<file path="src/rtl/multicycle_ctrl_if.sv">
// Control bundle between the instruction register fields and the
// multicycle datapath: decoded inputs in, select/enable lines out.
interface multicycle_ctrl_if;
    logic [1:0] Op;
    logic [5:0] Funct;
    logic       MemReady;
    logic       IRWrite;
    logic       NextPC;
    logic       AdrSrc;
    logic       ALUSrcA;
    logic [1:0] ALUSrcB;
    logic       ALUOp;
    logic [1:0] ResultSrc;
    logic       RegW;
    logic       MemW;
    logic       Branch;
    logic [1:0] ImmSrc;
    logic [1:0] RegSrc;
    logic       Done;
    logic       Undef;

    modport master (
        input  Op, Funct, MemReady,
        output IRWrite, NextPC, AdrSrc, ALUSrcA, ALUSrcB,
        output ALUOp, ResultSrc, RegW, MemW, Branch,
        output ImmSrc, RegSrc, Done, Undef
    );

    modport slave (
        output Op, Funct, MemReady,
        input  IRWrite, NextPC, AdrSrc, ALUSrcA, ALUSrcB,
        input  ALUOp, ResultSrc, RegW, MemW, Branch,
        input  ImmSrc, RegSrc, Done, Undef
    );
endinterface

</file>
<file path="src/rtl/multicycle_ctrl.sv">
// Main control FSM of the multicycle ARM-subset core: sequences
// fetch/decode/execute/writeback and drives datapath selects.
module multicycle_ctrl #(
    parameter bit TRAP_UNDEF = 1'b1
) (
    input logic clk,
    input logic reset,
    multicycle_ctrl_if.master bus
);

    typedef enum logic [3:0] {
        FETCH  = 4'd0,
        DECODE = 4'd1,
        EXECR  = 4'd2,
        EXECI  = 4'd3,
        ALUWB  = 4'd4,
        MEMADR = 4'd5,
        MEMRD  = 4'd6,
        MEMWB  = 4'd7,
        MEMWR  = 4'd8,
        BRANCH = 4'd9,
        UNDEF  = 4'd10
    } state_t;

    state_t state;
    state_t state_n;

    logic       irwrite;
    logic       nextpc;
    logic       adrsrc;
    logic       alusrca;
    logic [1:0] alusrcb;
    logic       aluop;
    logic [1:0] resultsrc;
    logic       regw;
    logic       memw;
    logic       branch;
    logic       done;
    logic       undef;

    logic op_dp;
    logic op_mem;
    logic op_br;
    logic op_undef;
    logic is_imm;
    logic is_load;
    logic unused_funct;

    assign op_dp        = (bus.Op == 2'b00);
    assign op_mem       = (bus.Op == 2'b01);
    assign op_br        = (bus.Op == 2'b10);
    assign op_undef     = (bus.Op == 2'b11);
    assign is_imm       = bus.Funct[5];
    assign is_load      = bus.Funct[0];
    assign unused_funct = ^bus.Funct[4:1];

    always_ff @(posedge clk or posedge reset) begin
        if (reset) begin
            state <= FETCH;
        end else begin
            state <= state_n;
        end
    end

    always_comb begin
        state_n   = FETCH;
        irwrite   = 1'b0;
        nextpc    = 1'b0;
        adrsrc    = 1'b0;
        alusrca   = 1'b1;
        alusrcb   = 2'b10;
        aluop     = 1'b0;
        resultsrc = 2'b10;
        regw      = 1'b0;
        memw      = 1'b0;
        branch    = 1'b0;
        done      = 1'b0;
        undef     = 1'b0;

        unique case (state)
            FETCH: begin
                irwrite = bus.MemReady;
                nextpc  = bus.MemReady;
                state_n = bus.MemReady ? DECODE : FETCH;
            end
            DECODE: begin
                unique case (1'b1)
                    op_dp & ~is_imm: state_n = EXECR;
                    op_dp &  is_imm: state_n = EXECI;
                    op_mem:          state_n = MEMADR;
                    op_br:           state_n = BRANCH;
                    op_undef: begin
                        state_n = TRAP_UNDEF ? UNDEF : FETCH;
                    end
                    default:         state_n = FETCH;
                endcase
            end
            EXECR: begin
                alusrca = 1'b0;
                alusrcb = 2'b00;
                aluop   = 1'b1;
                state_n = ALUWB;
            end
            EXECI: begin
                alusrca = 1'b0;
                alusrcb = 2'b01;
                aluop   = 1'b1;
                state_n = ALUWB;
            end
            ALUWB: begin
                resultsrc = 2'b00;
                regw      = 1'b1;
                done      = 1'b1;
                state_n   = FETCH;
            end
            MEMADR: begin
                alusrca = 1'b0;
                alusrcb = 2'b01;
                aluop   = 1'b0;
                state_n = is_load ? MEMRD : MEMWR;
            end
            MEMRD: begin
                adrsrc  = 1'b1;
                state_n = bus.MemReady ? MEMWB : MEMRD;
            end
            MEMWB: begin
                resultsrc = 2'b01;
                regw      = 1'b1;
                done      = 1'b1;
                state_n   = FETCH;
            end
            MEMWR: begin
                // write strobe stays up for the whole wait
                adrsrc  = 1'b1;
                memw    = 1'b1;
                done    = bus.MemReady;
                state_n = bus.MemReady ? FETCH : MEMWR;
            end
            BRANCH: begin
                alusrca = 1'b0;
                alusrcb = 2'b01;
                aluop   = 1'b0;
                branch  = 1'b1;
                done    = 1'b1;
                state_n = FETCH;
            end
            UNDEF: begin
                undef   = 1'b1;
                state_n = UNDEF;
            end
            default: begin
                state_n = FETCH;
            end
        endcase
    end

    // FETCH is also the reset state, so its MemReady gating is masked here
    assign bus.IRWrite   = irwrite & ~reset;
    assign bus.NextPC    = nextpc & ~reset;
    assign bus.AdrSrc    = adrsrc;
    assign bus.ALUSrcA   = alusrca;
    assign bus.ALUSrcB   = alusrcb;
    assign bus.ALUOp     = aluop;
    assign bus.ResultSrc = resultsrc;
    assign bus.RegW      = regw;
    assign bus.MemW      = memw;
    assign bus.Branch    = branch;
    assign bus.Done      = done;
    assign bus.Undef     = undef;

    assign bus.ImmSrc = op_undef ? 2'b00 : bus.Op;
    assign bus.RegSrc = {op_mem, op_br};

endmodule
</file>
<file path="src/flat_wrapper.sv">
// flat-port wrapper written by rule: the top's interface ports become plain ports
module multicycle_ctrl_flat 
#(
    parameter bit TRAP_UNDEF = 1'b1
)
  (clk, reset, bus_Op, bus_Funct, bus_MemReady, bus_IRWrite, bus_NextPC, bus_AdrSrc, bus_ALUSrcA, bus_ALUSrcB, bus_ALUOp, bus_ResultSrc, bus_RegW, bus_MemW, bus_Branch, bus_ImmSrc, bus_RegSrc, bus_Done, bus_Undef);
  multicycle_ctrl_if bus_i ();
  input logic clk;
  input logic reset;
  input wire logic [$bits(bus_i.Op)-1:0] bus_Op;
  input wire logic [$bits(bus_i.Funct)-1:0] bus_Funct;
  input wire logic [$bits(bus_i.MemReady)-1:0] bus_MemReady;
  output wire logic [$bits(bus_i.IRWrite)-1:0] bus_IRWrite;
  output wire logic [$bits(bus_i.NextPC)-1:0] bus_NextPC;
  output wire logic [$bits(bus_i.AdrSrc)-1:0] bus_AdrSrc;
  output wire logic [$bits(bus_i.ALUSrcA)-1:0] bus_ALUSrcA;
  output wire logic [$bits(bus_i.ALUSrcB)-1:0] bus_ALUSrcB;
  output wire logic [$bits(bus_i.ALUOp)-1:0] bus_ALUOp;
  output wire logic [$bits(bus_i.ResultSrc)-1:0] bus_ResultSrc;
  output wire logic [$bits(bus_i.RegW)-1:0] bus_RegW;
  output wire logic [$bits(bus_i.MemW)-1:0] bus_MemW;
  output wire logic [$bits(bus_i.Branch)-1:0] bus_Branch;
  output wire logic [$bits(bus_i.ImmSrc)-1:0] bus_ImmSrc;
  output wire logic [$bits(bus_i.RegSrc)-1:0] bus_RegSrc;
  output wire logic [$bits(bus_i.Done)-1:0] bus_Done;
  output wire logic [$bits(bus_i.Undef)-1:0] bus_Undef;
  assign bus_i.Op = bus_Op;
  assign bus_i.Funct = bus_Funct;
  assign bus_i.MemReady = bus_MemReady;
  assign bus_IRWrite = bus_i.IRWrite;
  assign bus_NextPC = bus_i.NextPC;
  assign bus_AdrSrc = bus_i.AdrSrc;
  assign bus_ALUSrcA = bus_i.ALUSrcA;
  assign bus_ALUSrcB = bus_i.ALUSrcB;
  assign bus_ALUOp = bus_i.ALUOp;
  assign bus_ResultSrc = bus_i.ResultSrc;
  assign bus_RegW = bus_i.RegW;
  assign bus_MemW = bus_i.MemW;
  assign bus_Branch = bus_i.Branch;
  assign bus_ImmSrc = bus_i.ImmSrc;
  assign bus_RegSrc = bus_i.RegSrc;
  assign bus_Done = bus_i.Done;
  assign bus_Undef = bus_i.Undef;
  multicycle_ctrl #(.TRAP_UNDEF(TRAP_UNDEF)) u_core (.clk(clk), .reset(reset), .bus(bus_i));
endmodule
</file>
<file path="config.mk">
export PLATFORM = sky130hd
export DESIGN_NAME = multicycle_ctrl_flat
export DESIGN_NICKNAME = d
export VERILOG_FILES = /design/src/rtl/multicycle_ctrl_if.sv /design/src/rtl/multicycle_ctrl.sv /design/src/flat_wrapper.sv
export SDC_FILE = /design/constraint.sdc
export NUM_CORES = 1
export LEC_CHECK = 0
export ABC_CLOCK_PERIOD_IN_PS = 1900
export CORE_UTILIZATION = 38
export CTS_CLUSTER_DIAMETER = 40
export DETAILED_ROUTE_END_ITERATION = 8
export PLACE_DENSITY = 0.76
export SLEW_MARGIN = 25
export SYNTH_ARGS = -nofsm -noshare
export SYNTH_HDL_FRONTEND = slang
export SYNTH_SLANG_ARGS = --single-unit
export TNS_END_PERCENT = 100
</file>
<file path="constraint.sdc">
create_clock -name clk -period 1.9 [get_ports clk]
set_clock_uncertainty 0.1 [all_clocks]
set_input_delay 0.475 -clock clk [delete_from_list [all_inputs] [get_ports clk]]
set_output_delay 0.475 -clock clk [all_outputs]
set_load 0.03 [all_outputs]
</file>
==> results of run 1 <==
cell usage after synthesis (2+ instances only):
| master | instances | area (sq um) |
|---|---|---|
| xor2_1 | 2 | 17.5 |
| and2b_1 | 2 | 15.0 |
| buf_6 | 2 | 22.5 |
| nand2b_1 | 2 | 12.5 |
| nor2b_1 | 2 | 12.5 |
| buf_4 | 6 | 45.0 |
| a31oi_1 | 2 | 12.5 |
| inv_1 | 3 | 11.3 |
| ha_1 | 5 | 62.6 |
| nand2_1 | 3 | 11.3 |
| nor2_1 | 9 | 33.8 |
| nand2b_4 | 2 | 27.5 |
| a21oi_1 | 3 | 15.0 |
| dfrtp_1 | 4 | 100 |
timing repair:
item,4_1_cts,5_1_grt
gates resized for setup,19,6
pin swaps,3,1
setup buffers,6,4
endpoints found under the setup margin,13,10
endpoints found under the hold margin,0,0
cloned,0,0
layout make-up:
class | instances | share of cell area [%]
repair buffers | 45 | 40.3
flip-flops and latches | 4 | 10.5
inverters | 4 | 1.52
multi-input cells | 50 | 43.5
well taps | 15 | 1.90
clock buffers | 3 | 2.28
worst max-delay path by stage:
stage,from,slack [ns],end,cells after the start
floorplan,u_core.state[2],-0.04,bus_NextPC,4
finish,u_core.state[2],-0.08,bus_Done,5
global route,u_core.state[2],-0.13,bus_AdrSrc,4
global placement,bus_MemReady,-0.17,bus_IRWrite,4
detailed placement,bus_MemReady,-0.19,bus_IRWrite,4
CTS,u_core.state[3],-0.06,bus_AdrSrc,4
power by group through the flow:
stage                     Sequential (uW)  Clock [uW]  Combinational [uW]
after detailed placement              178           0                 852
after global routing                  176         112                1150
after CTS                             166         109                 966
after global placement                178           0                 843
final                                 168         101                1070
after floorplan                       156           0                 635
worst max-delay path, cell delays in order, from the launching register on:
cell and delay [ns]:
dfrtp_1 0.39, buf_4 0.15, and2b_1 0.23, a2bb2oi_1 0.08, o2bb2ai_1 0.14, buf_4 0.18
kinds of logic after synthesis:
logic type | count (synthesis)
buffers and inverters | 13
XOR/XNOR | 2
AND/OR/NAND/NOR | 27
adder cells (fa/ha/maj) | 5
multiplexers | 1
AO/OA/AOI/OAI | 15
flip-flops | 4
cell usage in the layout, fill, tap and decap left out, drive strengths merged, types with 2 or more instances in the layout:
master and count:
buf 39, nor2 9, ha 5, dlygate4sd2 4
nand2b 4, dfrtp 4, inv 4, a21oi 3
nand2 3, clkbuf 3, nor2b 2, xor2 2
and2b 2, a31oi 2, clkdlybuf4s50 2, nor3 2
o21ai 2
metrics by stage:
stage	total power (uW)	hold WS [ns]	instances	instance area (sq um)	utilization (%)
final	1340	0.332	121	987	73.1
after global routing	1440	0.345	121	987	73.1
after CTS	1240	0.321	117	923	68.4
after detailed placement	1030	0.460	108	812	60.1
after global placement	1020	0.446	108	812	60.1
after floorplan	790	0.141	67	588	-
metal layers:
metal / wire length, microns / up-vias / part of all wire (%) / track usage [%]
li1: - / 305 / - / -
met1: 731 / 292 / 45 / 25.8
met4: 12 / 0 / 0.74 / 13.3
met5: 0 / - / 0 / 0
met3: 76 / 2 / 4.7 / 4.44
met2: 801 / 21 / 49 / 32.9
==> flow_summary.toml, run 1 <==
[synth]
synthMuxAreaShare_pct = 1.77
async_flop_share_pct = 100
ys_seq_area_share_pct = 17.7
synth_compound_area_share_pct = 19.2
synth_xor_area_share_pct = 3.10
ys.flop_type = "dfrtp_1"
syn-num-nets = 83
synth-seq-cells = 4
synth_cell_types = 34
synth_cells = 67
ys_warn_count = 0
synthSimpleGateAreaFrac_pct = 31.6
synth_edf_count = 0
synthAdderAreaFrac_pct = 11.1
avgSynthCellArea_sq_um = 8.44
syn_area_sq_um = 566
synth_top_family_by_area = "simple AND/OR/NAND/NOR gates"

[floorplanning]
die_h_microns = 40.6
dieWidth_microns = 40.6
pin_count = 29
rows = 13
coreArea_sq_um = 1350
die_area_sq_um = 1650
initial_core_util_pct = 41.9

[critical_path]
ff2ff_path_depth = 5
critPathKind = "reg2out"
crit_fanout = 3
end_kind = "primary output"
rr_startpoint = "u_core.state[2]"
arrival_ns = 1.41
r2r_end = "u_core.state[3]"
reg2reg_slack_ns = 0.51
crit_required_ns = 1.32
startpoint_type = "flip-flop"

[finish]
largest_register_ffs = 4
drive_above_1_share_pct = 55.7
layout.nets = 124
regArea_sq_um = 104
fill_cells = 97
multiInputGateArea_sq_um = 429
area_delta_synth_final_pct = 74.6
top_regs = "u_core.state (4)"
n_antenna_cell = 0
largest_register = "u_core.state"

[outcome]
run_status = "finished, violations left"
failed_checks = "setup timing"

[sta]
layout_worst_path_cycle_share_pct = 104
setup_ws_ns = -0.0820
hold_viol_final = 0
fmax_mhz = 505
final_max_slew_viol_count = 0
worst_slew_pin_slew_ns = 0.262
relSlewSlack_pct = 82.5
setup_tns_ns = -0.218
setup_viol = 5
rsz0062_at_grt = "yes"
min_period_ns = 1.98

[power_and_ir_drop]
leakage_uw = 0.000499
pwr-share-comb_pct = 80.0
p_switching_uw = 636
vdd_drop_max_v = 0.000837
swShare_pct = 47.4
seq_power_share_pct = 12.5
p_int_uw = 707
power_density_nw_per_um2 = 1360
p_clk_share_pct = 7.5

[clock_network]
htree_levels = 1
clock_latency_ns = 0.23
clock_sinks = 4
cts_tree = "done"
numCtsBuffers = 3
clk_pin_slew_ns = 0.04
clockBufferDepth = 2
clockRootBuffer = "clkbuf_4"
cts_hold_buf = 0

[global_routing]
grt_pass1_wl_microns = 2210
grt-ovfl-total = 0
grt_max_degree = 13
antenna_found_initial = 0
grt_pass1_vias = 543
grt_usage_pct = 21.1

[detailed_routing]
drt-initial-drc-count = 12
ant_nets = 0
vias = 620
routed_wl_microns = 1620
first_pass_iters = 4
viasPerCell = 5.12
post-route-drc-count = 0
wl_per_cell_microns = 13.4

[flow_run]
drv_cap = 0

[place]
dp_hpwl_microns = 982
gp_congestion = 0.774
portBuffers = 24
pre_cts_ws_ns = -0.188

[hold_path]
holdCritPathClass = "in2async"
Power figures use the tool's default switching activity.
==> inputs of run 2 (changes only) <==
CTS_CLUSTER_SIZE = 25   (was not set)
==> results of run 2 <==
Final layout, timing and power as in run 1 (identical DEF).
==> inputs of run 3 (changes only) <==
CORE_UTILIZATION = 40   (was 38)
CTS_BUF_LIST = sky130_fd_sc_hd__clkbuf_2   (was not set)
PLACE_DENSITY = 0.8   (was 0.76)
==> run 3 against run 2 <==
  * The flow still finishes with violations (setup timing)
  * Largest cell class unchanged
  * Setup slack improved by 0.047 ns
  * Critical endpoint is now bus_IRWrite
  * Combinational power decreased by 11%
  * Highest routed layer unchanged
  * Total power shrank 9.2%
  * Global-route usage down 0.57 points
  * Final area fell by 10%
==> flow_summary.toml, run 3 (synthesized netlist as in run 1, its figures left out) <==
[critical_path]
crit_required_ns = 1.32
ff2ff_path_depth = 4
slowest_stage = "dfrtp_2"
startpoint_type = "flip-flop"
cpLargestDelayFamily = "flip-flops"
endpoint = "bus_IRWrite"
cp.depth = 3
rr_startpoint = "u_core.state[1]"
critPathKind = "reg2out"
arrival_ns = 1.36
r2r_end = "u_core.state[3]"
cp-startpoint = "u_core.state[1]"
end_kind = "primary output"
reg2reg_slack_ns = 0.58
crit_chain = "buf_4 > nor4b_4 > buf_6"
crit_fanout = 9
cp_num_buf_inv = 2
slowest_delay_ns = 0.46

[power_and_ir_drop]
seq_power_share_pct = 15.7
p_clk_share_pct = 6.0
swShare_pct = 49.2
power_density_nw_per_um2 = 1370
p_switching_uw = 600
total_power_uw = 1220
leakage_uw = 0.000456
vdd_drop_max_v = 0.00100
p_int_uw = 619
pwr-share-comb_pct = 78.2

[floorplanning]
coreArea_sq_um = 1300
die_area_sq_um = 1570
rows = 13
pin_count = 29
dieWidth_microns = 39.6
initial_core_util_pct = 43.5
die_h_microns = 39.6

[sta]
min_period_ns = 1.93
setup_ws_ns = -0.0349
setup_viol = 4
final_max_slew_viol_count = 0
worst_slew_pin_slew_ns = 0.284
fmax_mhz = 517
layout_worst_path_cycle_share_pct = 102
relSlewSlack_pct = 81.0
rsz0062_at_grt = "yes"
hold_ws_ns = 0.246
hold_viol_final = 0

[finish]
final_cells = 114
area_delta_synth_final_pct = 57.1
layout_common_cells = "26 x buf_4, 8 x nor2_1, 6 x buf_6"
largest_register = "u_core.state"
n_antenna_cell = 0
drive_above_1_share_pct = 52.5
top_regs = "u_core.state (4)"
final_common_cell = "buf_4"
layout.nets = 117
largest_register_ffs = 4

[place]
portBuffers = 24
dp_cells = 104
gp_congestion = 0.832
dp_hpwl_microns = 993

[detailed_routing]
routed_wl_microns = 1370
first_pass_iters = 4
wl_per_cell_microns = 12.0
drt-initial-drc-count = 10
viasPerCell = 5.02
post-route-drc-count = 0
ant_nets = 0
vias = 572

[clock_network]
clock_latency_ns = 0.20
cts_hold_buf = 0
clock_sinks = 4
numCtsBuffers = 3
clockRootBuffer = "clkbuf_2"
clk_pin_slew_ns = 0.04
cts_tree = "done"
htree_levels = 1
clockBufferDepth = 2

[global_routing]
grt-ovfl-total = 0
grt_pass1_wl_microns = 2010
grt_usage_pct = 20.5
grt_pass1_vias = 486
antenna_found_initial = 0
grt_max_degree = 12

[flow_run]
drv_cap = 0

[outcome]
run_status = "finished, violations left"
failed_checks = "setup timing"

[hold_path]
holdCritPathClass = "in2async"
==> run 3: cell types whose count changed in the layout (fill, tap and decap cells not counted), sizes merged <==
| cell | delta |
|---|---|
| buf | -7 |
==> run 3: power by group through the flow <==
stage	Sequential (uW)	Clock (uW)	Combinational, uW
2_1_floorplan	156	0	635
3_3_place_gp	190	0	807
3_5_place_dp	192	0	812
4_1_cts	194	81.4	865
5_1_grt	195	86.7	1020
6_report	192	73.6	954
==> run 3: what timing repair did <==
item | CTS | global route
gates resized for setup | 13 | 5
buffers inserted | 3 | 4
endpoints found under the setup margin | 13 | 10
pin swaps | 1 | 4
gates cloned | 0 | 0
==> run 3: area by class of cell <==
class	instances	area [sq um]
multi-input cells	50	417
flip-flops and latches	4	105
inverters	4	15.0
clock buffers	3	15.0
fillers	106	413
well taps	15	18.8
repair buffers	38	318
==> run 3: worst min-delay path by stage <==
stage,endpoint,from,slack (ns)
finish,u_core.state[0],reset,0.25
global route,u_core.state[3],reset,0.25
detailed placement,u_core.state[1],u_core.state[0],0.58
CTS,u_core.state[0],reset,0.22
floorplan,u_core.state[0],reset,0.14
global placement,u_core.state[1],u_core.state[0],0.57
==> run 3: per-layer routing <==
metal / share of wire (%) / vias to the layer above / routed length (microns) / global-route usage (%)
met5: 0 / - / 0 / 0
met4: 0.73 / 0 / 10 / 15.5
met3: 2.4 / 2 / 33 / 3.98
met2: 51 / 10 / 705 / 32.4
met1: 45 / 270 / 622 / 24.0
li1: - / 290 / - / -
==> run 3: metrics by stage <==
stage	instance area [sq um]	setup slack, ns	utilization, %	TNS (ns)
floorplan	588	-0.0353	-	-0.0539
global placement	782	-0.201	60.1	-1.29
detailed placement	782	-0.219	60.1	-1.46
CTS	841	-0.0476	64.6	-0.116
global route	888	-0.110	68.3	-0.670
finish	888	-0.0349	68.3	-0.132
